==> src/rtl/uart_rx_fifo.sv <==
// rtl/uart_rx_fifo.sv - UART receiver with first-word fall-through receive FIFO
//
// Oversampled UART receiver: a 2-flop synchroniser feeds a bit-timing FSM
// (IDLE, START, DATA, PAR, STOP, WAIT_IDLE). Good frames are pushed into a
// small FIFO. Frames that fail framing or parity checks are dropped, and so
// are good frames that arrive while the FIFO is full.
//
// Optional feature macro: UART_RX_BREAK_DET_EN
//   When defined, the brk output is added. An all-zero frame (data, parity
//   and stop all low) pulses brk instead of frame_err.
//
// Ports:
//   HCLK        in   system clock, rising edge
//   HRESETn     in   asynchronous active-low reset
//   rx          in   serial line, idle high, asynchronous to HCLK
//   rd_data     out  FIFO head word, zero while the FIFO is empty
//   rd_valid    out  FIFO not empty
//   rd_ready    in   pop request, acted on only while rd_valid is high
//   fifo_level  out  FIFO occupancy
//   frame_err   out  one-cycle pulse, stop bit sampled low
//   parity_err  out  one-cycle pulse, parity mismatch
//   overrun     out  one-cycle pulse, good frame dropped on a full FIFO
//   brk         out  one-cycle pulse, break detected (macro builds only)
//   busy        out  receiver FSM not in IDLE

module uart_rx_fifo #(
  parameter int CLKS_PER_BIT = 16,
  parameter int DATA_BITS    = 8,
  parameter int PARITY       = 0,
  parameter int FIFO_DEPTH   = 8,
  localparam int LVL_W       = $clog2(FIFO_DEPTH) + 1
) (
  input  logic                 HCLK,
  input  logic                 HRESETn,
  input  logic                 rx,
  output logic [DATA_BITS-1:0] rd_data,
  output logic                 rd_valid,
  input  logic                 rd_ready,
  output logic [LVL_W-1:0]     fifo_level,
  output logic                 frame_err,
  output logic                 parity_err,
  output logic                 overrun,
`ifdef UART_RX_BREAK_DET_EN
  output logic                 brk,
`endif
  output logic                 busy
);

  localparam int AW     = $clog2(FIFO_DEPTH);
  localparam int BAUD_W = $clog2(CLKS_PER_BIT);
  localparam int BIT_W  = $clog2(DATA_BITS);

  localparam logic [BAUD_W-1:0] BAUD_FULL = BAUD_W'(CLKS_PER_BIT - 1);
  localparam logic [BAUD_W-1:0] BAUD_HALF = BAUD_W'(CLKS_PER_BIT / 2 - 1);
  localparam logic [BIT_W-1:0]  BIT_LAST  = BIT_W'(DATA_BITS - 1);

  typedef enum logic [2:0] {
    S_IDLE,
    S_START,
    S_DATA,
    S_PAR,
    S_STOP,
    S_WAIT_IDLE
  } state_e;

  // Synchroniser and edge-detect history. All three reset to the idle level,
  // so coming out of reset never produces a spurious falling edge.
  logic rx_meta_q, rxs_q, rxs_prev_q;

  state_e               state_q, state_d;
  logic [BAUD_W-1:0]    baud_q, baud_d;
  logic [BIT_W-1:0]     bit_q, bit_d;
  logic [DATA_BITS-1:0] shift_q, shift_d;
  logic                 par_err_q, par_err_d;
  logic                 frame_err_q, frame_err_d;
  logic                 parity_err_q, parity_err_d;
  logic                 overrun_q, overrun_d;
`ifdef UART_RX_BREAK_DET_EN
  logic                 par_bit_q, par_bit_d;
  logic                 brk_q, brk_d;
`endif

  logic                 tick;
  logic                 push;
  logic                 pop;
  logic                 full;

  logic [DATA_BITS-1:0] mem_q [FIFO_DEPTH];
  logic [AW-1:0]        wr_ptr_q, rd_ptr_q;
  logic [LVL_W-1:0]     count_q;

  assign tick = (baud_q == '0);
  assign full = (count_q == LVL_W'(FIFO_DEPTH));
  assign pop  = rd_valid && rd_ready;

  // -------------------------------------------------------------------------
  // Receiver FSM, next-state logic
  // -------------------------------------------------------------------------
  always_comb begin
    state_d      = state_q;
    baud_d       = baud_q;
    bit_d        = bit_q;
    shift_d      = shift_q;
    par_err_d    = par_err_q;
    frame_err_d  = 1'b0;
    parity_err_d = 1'b0;
    overrun_d    = 1'b0;
    push         = 1'b0;
`ifdef UART_RX_BREAK_DET_EN
    par_bit_d    = par_bit_q;
    brk_d        = 1'b0;
`endif

    unique case (state_q)
      S_IDLE: begin
        // A half-bit countdown puts every later sample at mid-bit.
        if (rxs_prev_q && !rxs_q) begin
          state_d = S_START;
          baud_d  = BAUD_HALF;
        end
      end

      S_START: begin
        if (!tick) begin
          baud_d = baud_q - 1'b1;
        end else if (rxs_q) begin
          // Line is back high at mid start bit: a glitch, not a frame.
          state_d = S_IDLE;
        end else begin
          state_d   = S_DATA;
          baud_d    = BAUD_FULL;
          bit_d     = '0;
          par_err_d = 1'b0;
`ifdef UART_RX_BREAK_DET_EN
          par_bit_d = 1'b0;
`endif
        end
      end

      S_DATA: begin
        if (!tick) begin
          baud_d = baud_q - 1'b1;
        end else begin
          // LSB arrives first, so it is shifted in from the top and ends up
          // at bit 0 once all DATA_BITS samples are in.
          shift_d = {rxs_q, shift_q[DATA_BITS-1:1]};
          baud_d  = BAUD_FULL;
          if (bit_q == BIT_LAST) begin
            state_d = (PARITY != 0) ? S_PAR : S_STOP;
          end else begin
            bit_d = bit_q + 1'b1;
          end
        end
      end

      S_PAR: begin
        if (!tick) begin
          baud_d = baud_q - 1'b1;
        end else begin
          // Even: data ^ parity must be 0. Odd: it must be 1.
          par_err_d = ((^shift_q) ^ rxs_q) != (PARITY == 2);
`ifdef UART_RX_BREAK_DET_EN
          par_bit_d = rxs_q;
`endif
          state_d   = S_STOP;
          baud_d    = BAUD_FULL;
        end
      end

      S_STOP: begin
        if (!tick) begin
          baud_d = baud_q - 1'b1;
        end else if (!rxs_q) begin
`ifdef UART_RX_BREAK_DET_EN
          if ((shift_q == '0) && !par_bit_q) begin
            brk_d = 1'b1;
          end else begin
            frame_err_d = 1'b1;
          end
`else
          frame_err_d = 1'b1;
`endif
          state_d = S_WAIT_IDLE;
        end else if (par_err_q) begin
          parity_err_d = 1'b1;
          state_d      = S_IDLE;
        end else if (full && !pop) begin
          overrun_d = 1'b1;
          state_d   = S_IDLE;
        end else begin
          push    = 1'b1;
          state_d = S_IDLE;
        end
      end

      S_WAIT_IDLE: begin
        // Hold here so a line stuck low reports only one error.
        if (rxs_q) begin
          state_d = S_IDLE;
        end
      end

      default: begin
        state_d = S_IDLE;
      end
    endcase
  end

  // -------------------------------------------------------------------------
  // Receiver state registers
  // -------------------------------------------------------------------------
  always_ff @(posedge HCLK or negedge HRESETn) begin
    if (!HRESETn) begin
      rx_meta_q    <= 1'b1;
      rxs_q        <= 1'b1;
      rxs_prev_q   <= 1'b1;
      state_q      <= S_IDLE;
      baud_q       <= '0;
      bit_q        <= '0;
      shift_q      <= '0;
      par_err_q    <= 1'b0;
      frame_err_q  <= 1'b0;
      parity_err_q <= 1'b0;
      overrun_q    <= 1'b0;
`ifdef UART_RX_BREAK_DET_EN
      par_bit_q    <= 1'b0;
      brk_q        <= 1'b0;
`endif
    end else begin
      rx_meta_q    <= rx;
      rxs_q        <= rx_meta_q;
      rxs_prev_q   <= rxs_q;
      state_q      <= state_d;
      baud_q       <= baud_d;
      bit_q        <= bit_d;
      shift_q      <= shift_d;
      par_err_q    <= par_err_d;
      frame_err_q  <= frame_err_d;
      parity_err_q <= parity_err_d;
      overrun_q    <= overrun_d;
`ifdef UART_RX_BREAK_DET_EN
      par_bit_q    <= par_bit_d;
      brk_q        <= brk_d;
`endif
    end
  end

  // -------------------------------------------------------------------------
  // Receive FIFO. A push is only issued when there is room or a pop happens
  // in the same cycle, so the count never exceeds FIFO_DEPTH.
  // -------------------------------------------------------------------------
  always_ff @(posedge HCLK or negedge HRESETn) begin
    if (!HRESETn) begin
      wr_ptr_q <= '0;
      rd_ptr_q <= '0;
      count_q  <= '0;
    end else begin
      if (push) begin
        wr_ptr_q <= wr_ptr_q + 1'b1;
      end
      if (pop) begin
        rd_ptr_q <= rd_ptr_q + 1'b1;
      end
      if (push && !pop) begin
        count_q <= count_q + 1'b1;
      end else if (pop && !push) begin
        count_q <= count_q - 1'b1;
      end
    end
  end

  always_ff @(posedge HCLK) begin
    if (push) begin
      mem_q[wr_ptr_q] <= shift_q;
    end
  end

  // -------------------------------------------------------------------------
  // Outputs
  // -------------------------------------------------------------------------
  assign rd_valid   = (count_q != '0);
  // Storage is not reset, so the head is masked to zero while empty.
  assign rd_data    = rd_valid ? mem_q[rd_ptr_q] : '0;
  assign fifo_level = count_q;
  assign frame_err  = frame_err_q;
  assign parity_err = parity_err_q;
  assign overrun    = overrun_q;
`ifdef UART_RX_BREAK_DET_EN
  assign brk        = brk_q;
`endif
  assign busy       = (state_q != S_IDLE);

endmodule

==> config.mk <==
export PLATFORM = sky130hd
export DESIGN_NAME = uart_rx_fifo
export DESIGN_NICKNAME = d
export VERILOG_FILES = /design/src/rtl/uart_rx_fifo.sv
export SDC_FILE = /design/constraint.sdc
export NUM_CORES = 1
export LEC_CHECK = 0
export BUFFER_PORTS_ARGS = -buffer_cell sky130_fd_sc_hd__buf_2
export CAP_MARGIN = 15
export CORE_ASPECT_RATIO = 2
export CORE_MARGIN = 10
export CORE_UTILIZATION = 50
export DETAILED_ROUTE_END_ITERATION = 10
export PLACE_DENSITY = 0.67
export SLEW_MARGIN = 20
export SYNTH_ARGS = -nofsm -noshare
export SYNTH_HDL_FRONTEND = slang
export SYNTH_SLANG_ARGS = --single-unit
==> constraint.sdc <==
create_clock -name HCLK -period 6.05 [get_ports HCLK]
set_clock_uncertainty 0.1 [all_clocks]
set_input_delay 0.9075 -clock HCLK [delete_from_list [all_inputs] [get_ports HCLK]]
set_output_delay 0.9075 -clock HCLK [all_outputs]
set_load 0.02 [all_outputs]
# Word level (Yosys, flattened, before mapping)
# Memory sizes are Yosys's and may differ from the RTL's.
# Cells that the tools add are included.
dict set report totals {
  ramBits 64
  memories 1
  ff_bits 35
  inputBits 4
  output_inout_bits 17
  wordCells 110
}
dict set report op_classes {
  muxes 47
  bitwise 1
  n_eq_ne 18
  add_sub_neg 6
  n_reduce_logical 23
}
# name words width rd rd_ports_with_merged_regs write_ports line_no
set memory_table {}
lappend memory_table {mem_q 8 8 1 0 1 88} ;# logic [DATA_BITS-1:0] mem_q [FIFO_DEPTH];
# op n
set op_table {}
lappend op_table {{$mux 3} 12}
lappend op_table {{$mux 4} 7}
lappend op_table {{$mux 1} 22}
lappend op_table {{$ne 2x2->1 const B} 10}
lappend op_table {{$pmux 3 s6} 1}
lappend op_table {{$pmux 4 s4} 1}
lappend op_table {{$add 3x1->3 const B} 3}
lappend op_table {{$eq 3x3->1 const B} 3}
lappend op_table {{$mux 8} 1}
lappend op_table {{$reduce_and 4->1} 2}
lappend op_table {{$reduce_bool 4->1} 2}
lappend op_table {{$reduce_xor 8->1} 1}
lappend op_table {{$sub 4x1->4 const B} 2}
lappend op_table {{$reduce_and 7->1} 1}
lappend op_table {{$eq 3x2->1 const B} 2}
lappend op_table {{$pmux 3 s2} 1}
lappend op_table {{$reduce_bool 2->1} 3}
lappend op_table {{$logic_and 1x1->1} 5}
lappend op_table {{$reduce_and 5->1} 1}
lappend op_table {{$add 4x1->4 const B} 1}
lappend op_table {{$eq 4x4->1 const B} 1}
lappend op_table {{$logic_not 4->1} 1}
lappend op_table {{$eq 3x1->1 const B} 1}
lappend op_table {{$logic_not 1->1} 3}
lappend op_table {{8 further kinds} 8}

# Depth between registers and ports, before layout
dict set report logic_depth {
  ltp_word 13
  ltp_mapped 15
  mapped_depth_nobuf 15
}

# Worst setup path before layout
# OpenSTA, ideal clock, no wires.
dict set report synth_timing {
  path_kind {register to register}
  start {register count_q[0], in the netlist fifo_level[0]}
  end {register count_q[3], in the netlist fifo_level[3]}
  required_time_ns 5.815
  t_arrival_ns 2.550
  synth_period_minus_slack_ns 2.785
  path_buffers 0
  setup_time_ns 0.135
  path_stages_with_launch 12
  slack_ns 3.265
  cell_sequence {dfrtp_1 nor4_4 inv_1 nand2_1 ha_1 inv_1 ha_1 a21o_1 a21oi_1 xnor2_1 nor2_1 xor2_1}
}
dict set report synth_between {
  elab_chain_cells 12
  elab_cells_between_ends 18
  classes_between {2 x add/sub; 1 x eq/ne; 7 x mux; 8 x reduce/logical}
}
# item line_no
set synth_lines {}
lappend synth_lines {{start: declaration} 90} ;# logic [LVL_W-1:0] count_q;
lappend synth_lines {{start signal: assignment} 265} ;# count_q <= count_q + 1'b1;
lappend synth_lines {{start signal: assignment} 267} ;# count_q <= count_q - 1'b1;
lappend synth_lines {{$reduce_bool 4->1 (*)} 281} ;# assign rd_valid = (count_q != '0);
lappend synth_lines {{via rd_valid} 37} ;# output logic rd_valid,
lappend synth_lines {{$logic_and 1x1->1 (*)} 94} ;# assign pop = rd_valid && rd_ready;
lappend synth_lines {{$logic_not 1->1} {187, 264}}
lappend synth_lines {{$logic_and 1x1->1} 187} ;# end else if (full && !pop) begin
lappend synth_lines {{$mux 1} 187}
lappend synth_lines {{$mux 1} 184} ;# end else if (par_err_q) begin
lappend synth_lines {{$mux 1} 173} ;# end else if (!rxs_q) begin
lappend synth_lines {{$mux 1} 171} ;# if (!tick) begin
lappend synth_lines {{$mux 1} 114} ;# unique case (state_q)
lappend synth_lines {{$logic_not 1->1} 266} ;# end else if (pop && !push) begin
lappend synth_lines {{$logic_and 1x1->1} 266}
lappend synth_lines {{$reduce_bool 2->1 (no source line)} n/a}
# The timed path passes the listed nets; every way through them passes the cells marked *. The select of a mux whose other input is x is not followed.
# A chain may end at the register's enable or synchronous reset.

# Worst setup path after layout
dict set report layout_timing {
  start {register baud_q[0]}
  end {register count_q[3], in the netlist fifo_level[3]}
}
dict set report layout_between {
  elab_chain_cells 6
  elab_cells_between_ends 8
  classes_between {3 x mux; 5 x reduce/logical}
}
# item line_no
set layout_lines {}
lappend layout_lines {{start: declaration} 71} ;# logic [BAUD_W-1:0] baud_q, baud_d;
lappend layout_lines {{start signal: assignment} 234} ;# baud_q <= baud_d;
lappend layout_lines {{$logic_not 4->1 (*)} 92} ;# assign tick = (baud_q == '0);
lappend layout_lines {{$mux 1 (*)} 171}
lappend layout_lines {{$mux 1 (*)} 114}
lappend layout_lines {{via push} 84} ;# logic push;
lappend layout_lines {{$logic_not 1->1} 266}
lappend layout_lines {{$logic_and 1x1->1} 266}
lappend layout_lines {{$reduce_bool 2->1 (no source line)} n/a}
# The timed path passes the listed nets; every way through them passes the cells marked *.

==> results.sh <==
export IMPL_rsz0062_at_grt="false"
export IMPL_cp_max_fo=8
export IMPL_worst_pin_slew_ns=0.8316
export IMPL_grt_antenna_before_repair=0
export IMPL_internal_power_mw=1.305
export IMPL_p_leak_nw=1.840
export IMPL_nets=314
export IMPL_p_switching_mw=0.6405
export IMPL_wl_met3_um=184
export IMPL_initial_core_util_pct=51.64
export IMPL_r2r_end="fifo_level[3]$_DFFE_PN0P_"
export IMPL_hp_start="rx_meta_q$_DFF_PN1_"
export IMPL_synthTopCellsByArea="edfxtp_1 45%, dfrtp_1 19%, mux4_2 8.4%, xnor2_1 3.1%, mux2_2 2.9%"
export IMPL_drt_iter0_markers=134
export IMPL_design_area_um2=4786
export IMPL_place_gp_congestion=0.7541
export IMPL_p_sw_share_pct=32.92
export IMPL_slowest_stage="dfrtp_1"
export IMPL_cp_cell_sequence="inv_1, ha_1, nor3b_4, nand4_1, nor2_1, nand2_1, inv_2, ha_1, inv_1, ha_1, a21o_1, a21oi_1, xnor2_1, nor2_1, xor2_1"
export IMPL_synth_seq_area_share_pct=65.43
export IMPL_die_area_um2=12890
export IMPL_cts_tree="yes"
export IMPL_num_vias=2268
export IMPL_slowest_delay_ns=0.41
export IMPL_sequentialPowerShare_pct=47.7
export IMPL_die_y_um=150.9
export IMPL_synth_seq_cells=99
export IMPL_std_cell_rows=47
export IMPL_synthCells=274
export IMPL_cts_max_level=3
export IMPL_path_depth=15
export IMPL_setup_viol=0
export IMPL_via_per_inst=5.628
export IMPL_grt_pass1_wl_um=11990
export IMPL_syn_area_um2=4282
export IMPL_synth_top_area_cell="edfxtp_1"
export IMPL_placed_area_um2=4494
export IMPL_cts_sink_count=99
export IMPL_synth_top_area_share_pct=44.89
export IMPL_startpoint_type="flop"
export IMPL_clockPowerShare_pct=28.3
export IMPL_postCtsHoldBufs=0
export IMPL_synth_most_common_cell="edfxtp_1"
export IMPL_cap_violations=0
export IMPL_drc=0
export IMPL_cts_buffer_depth=2
export IMPL_period_share_pct=51.75
export IMPL_dr_wl_met2_um=4228
export IMPL_ir_drop_uv=226.3
export IMPL_critPathKind="flop to flop"
export IMPL_numCtsBuffers=9
export IMPL_maxSlewViolCount=0
export IMPL_yosysUniqueCellTypes=46
export IMPL_r2r_cells=15
export IMPL_routed_wl_um=7210
export IMPL_yosysWarnings=0
export IMPL_wl_per_cell_um=17.89
export IMPL_p_per_area_nw_per_um2=406.6
export IMPL_crit_path_end_kind="flop"
export IMPL_worstPathArrival_ns=3.26
export IMPL_max_freq_mhz=319.4
export IMPL_holdPathEnd="rxs_q$_DFF_PN1_"
export IMPL_areaGrowthSynthToFinish_pct=11.78
export IMPL_io_buffers=20
export IMPL_fin_crit_ns=3.131
export IMPL_antenna_left=0
export IMPL_dr_max_layer_used="met4"
export IMPL_required_ns=6.18
export IMPL_dieWidth_um=85.44
export IMPL_wl_met1_um=2653
export IMPL_clk_pin_slew_ns=0.07
export IMPL_fin_tns_setup_ns=0
export IMPL_clockRootBuffer="clkbuf_16"
export IMPL_run_status="completed"
export IMPL_path_delay_family="simple AND/OR/NAND/NOR gates"
export IMPL_ys_async_sr_fraction_pct=35.35
export IMPL_reg2reg_from="baud_q[0]$_DFFE_PN0P_"
export IMPL_track_usage_pct=11.96
export IMPL_drive_above_1_share_pct=25.57
export IMPL_first_global_vias=2362
export IMPL_synth_avg_cell_area_um2=15.63
export IMPL_synth_nets=288
export IMPL_min_path_cells=0
export IMPL_synth_edf_count=64
export IMPL_hold_viol=0
export IMPL_synth_flop_cell="edfxtp_1"
export IMPL_ios=21
export IMPL_cts_resized=0
export IMPL_ff2ff_setup_slack_ns=2.92
export IMPL_hold_class="flop to flop"
export IMPL_antenna_cells=0
export IMPL_dpl_hpwl_um=5247
export IMPL_grt_max_degree=36
export IMPL_clock_latency_ns=0.34
export IMPL_grt_overflow=0
export IMPL_slew_headroom_pct=44.35
export IMPL_cts_setup_buffers=0
export IMPL_drt_pass1_iterations=4
export IMPL_path_buf_inv=3
export IMPL_worst_path_most_repeated_cell="ha_1"
export IMPL_synthTopCellsByCount="64 x edfxtp_1, 32 x dfrtp_1, 24 x nor2_1"
export IMPL_combPwrFrac_pct=24.0
export IMPL_coreArea_um2=8292
## worst reg2reg max path: stages, from the launching register on
cell and delay (ns):
dfrtp_1 0.41, inv_1 0.10, ha_1 0.16, nor3b_4 0.34, nand4_1 0.21, nor2_1 0.15, nand2_1 0.15, inv_2 0.14
ha_1 0.19, inv_1 0.09, ha_1 0.28, a21o_1 0.17, a21oi_1 0.17, xnor2_1 0.14, nor2_1 0.07, xor2_1 0.14
## through the flow
step / total power [mW] / utilization, % / hold slack [ns] / setup WS (ns) / instances
floorplan: 1.288 / - / 0.2452 / 3.265 / 274
global placement: 1.412 / 54.19 / 0.2472 / 2.899 / 387
detailed placement: 1.428 / 54.20 / 0.2491 / 2.914 / 387
CTS: 1.984 / 57.72 / 0.2591 / 2.867 / 403
global route: 2.063 / 57.72 / 0.2595 / 2.652 / 403
finish: 1.946 / 57.72 / 0.2574 / 2.919 / 403
## power groups by stage
stage | combinational, mW | clock [mW] | sequential [mW]
3_3_place_gp | 0.467 | 0 | 0.945
5_1_grt | 0.519 | 0.593 | 0.951
3_5_place_dp | 0.478 | 0 | 0.950
6_report | 0.467 | 0.550 | 0.929
2_1_floorplan | 0.431 | 0 | 0.857
4_1_cts | 0.479 | 0.569 | 0.935
## state kept, by name, summed over array words and instances (netlist names)
register / cells
mem_q: 64
shift_q: 8
baud_q: 4
fifo_level: 4
bit_q: 3
rd_ptr_q: 3
state_q: 3
wr_ptr_q: 3
frame_err: 1
overrun: 1
par_err_q: 1
parity_err: 1
rx_meta_q: 1
rxs_prev_q: 1
rxs_q: 1
## worst max path at each step
| stage | start | endpoint |
|---|---|---|
| CTS | rd_ptr_q[0]$_DFFE_PN0P_ | rd_data[6] |
| detailed placement | baud_q[0]$_DFFE_PN0P_ | fifo_level[3]$_DFFE_PN0P_ |
| finish | baud_q[0]$_DFFE_PN0P_ | fifo_level[3]$_DFFE_PN0P_ |
| global route | baud_q[0]$_DFFE_PN0P_ | fifo_level[3]$_DFFE_PN0P_ |
| floorplan | fifo_level[0]$_DFFE_PN0P_ | fifo_level[3]$_DFFE_PN0P_ |
| global placement | rd_ptr_q[0]$_DFFE_PN0P_ | rd_data[6] |
## cells in the final DEF, fill, tap and decap left out, drive strengths merged, types with 9 or more instances in the layout
| cell type | count |
|---|---|
| edfxtp | 64 |
| dfrtp | 32 |
| nor2 | 26 |
| buf | 25 |
| mux4 | 16 |
| xnor2 | 15 |
| inv | 13 |
| nand2 | 12 |
| mux2 | 11 |
| o21ai | 9 |
| ha | 9 |
| clkbuf | 9 |
## area by class of cell
class,instances,area (um^2)
Multi-Input combinational cell,157,1401
Fill cell,657,3506
Timing Repair Buffer,25,137.6
Sequential cell,99,2803
Inverter,8,30.03
Tap cell,98,122.6
Clock buffer,9,225.2
Clock inverter,7,66.31
## logic make-up (layout without fill, tap and decap cells)
logic type	count (synthesis)	count (layout)	share of synthesized area [%]
flops	99	99	65.43
simple gates	66	66	8.679
mux	35	35	13.18
compound gates	29	29	4.296
buf+inv	18	49	1.841
xor+xnor	17	17	3.478
fa+ha+maj	10	10	3.098
## metal layers
layer | vias to the layer above | global-route usage [%]
met3 | 10 | 2.743
li1 | 1080 | -
met5 | - | 0
met4 | 0 | 5.960
met2 | 22 | 22.21
met1 | 1156 | 11.98
Power figures use the tool's default switching activity.
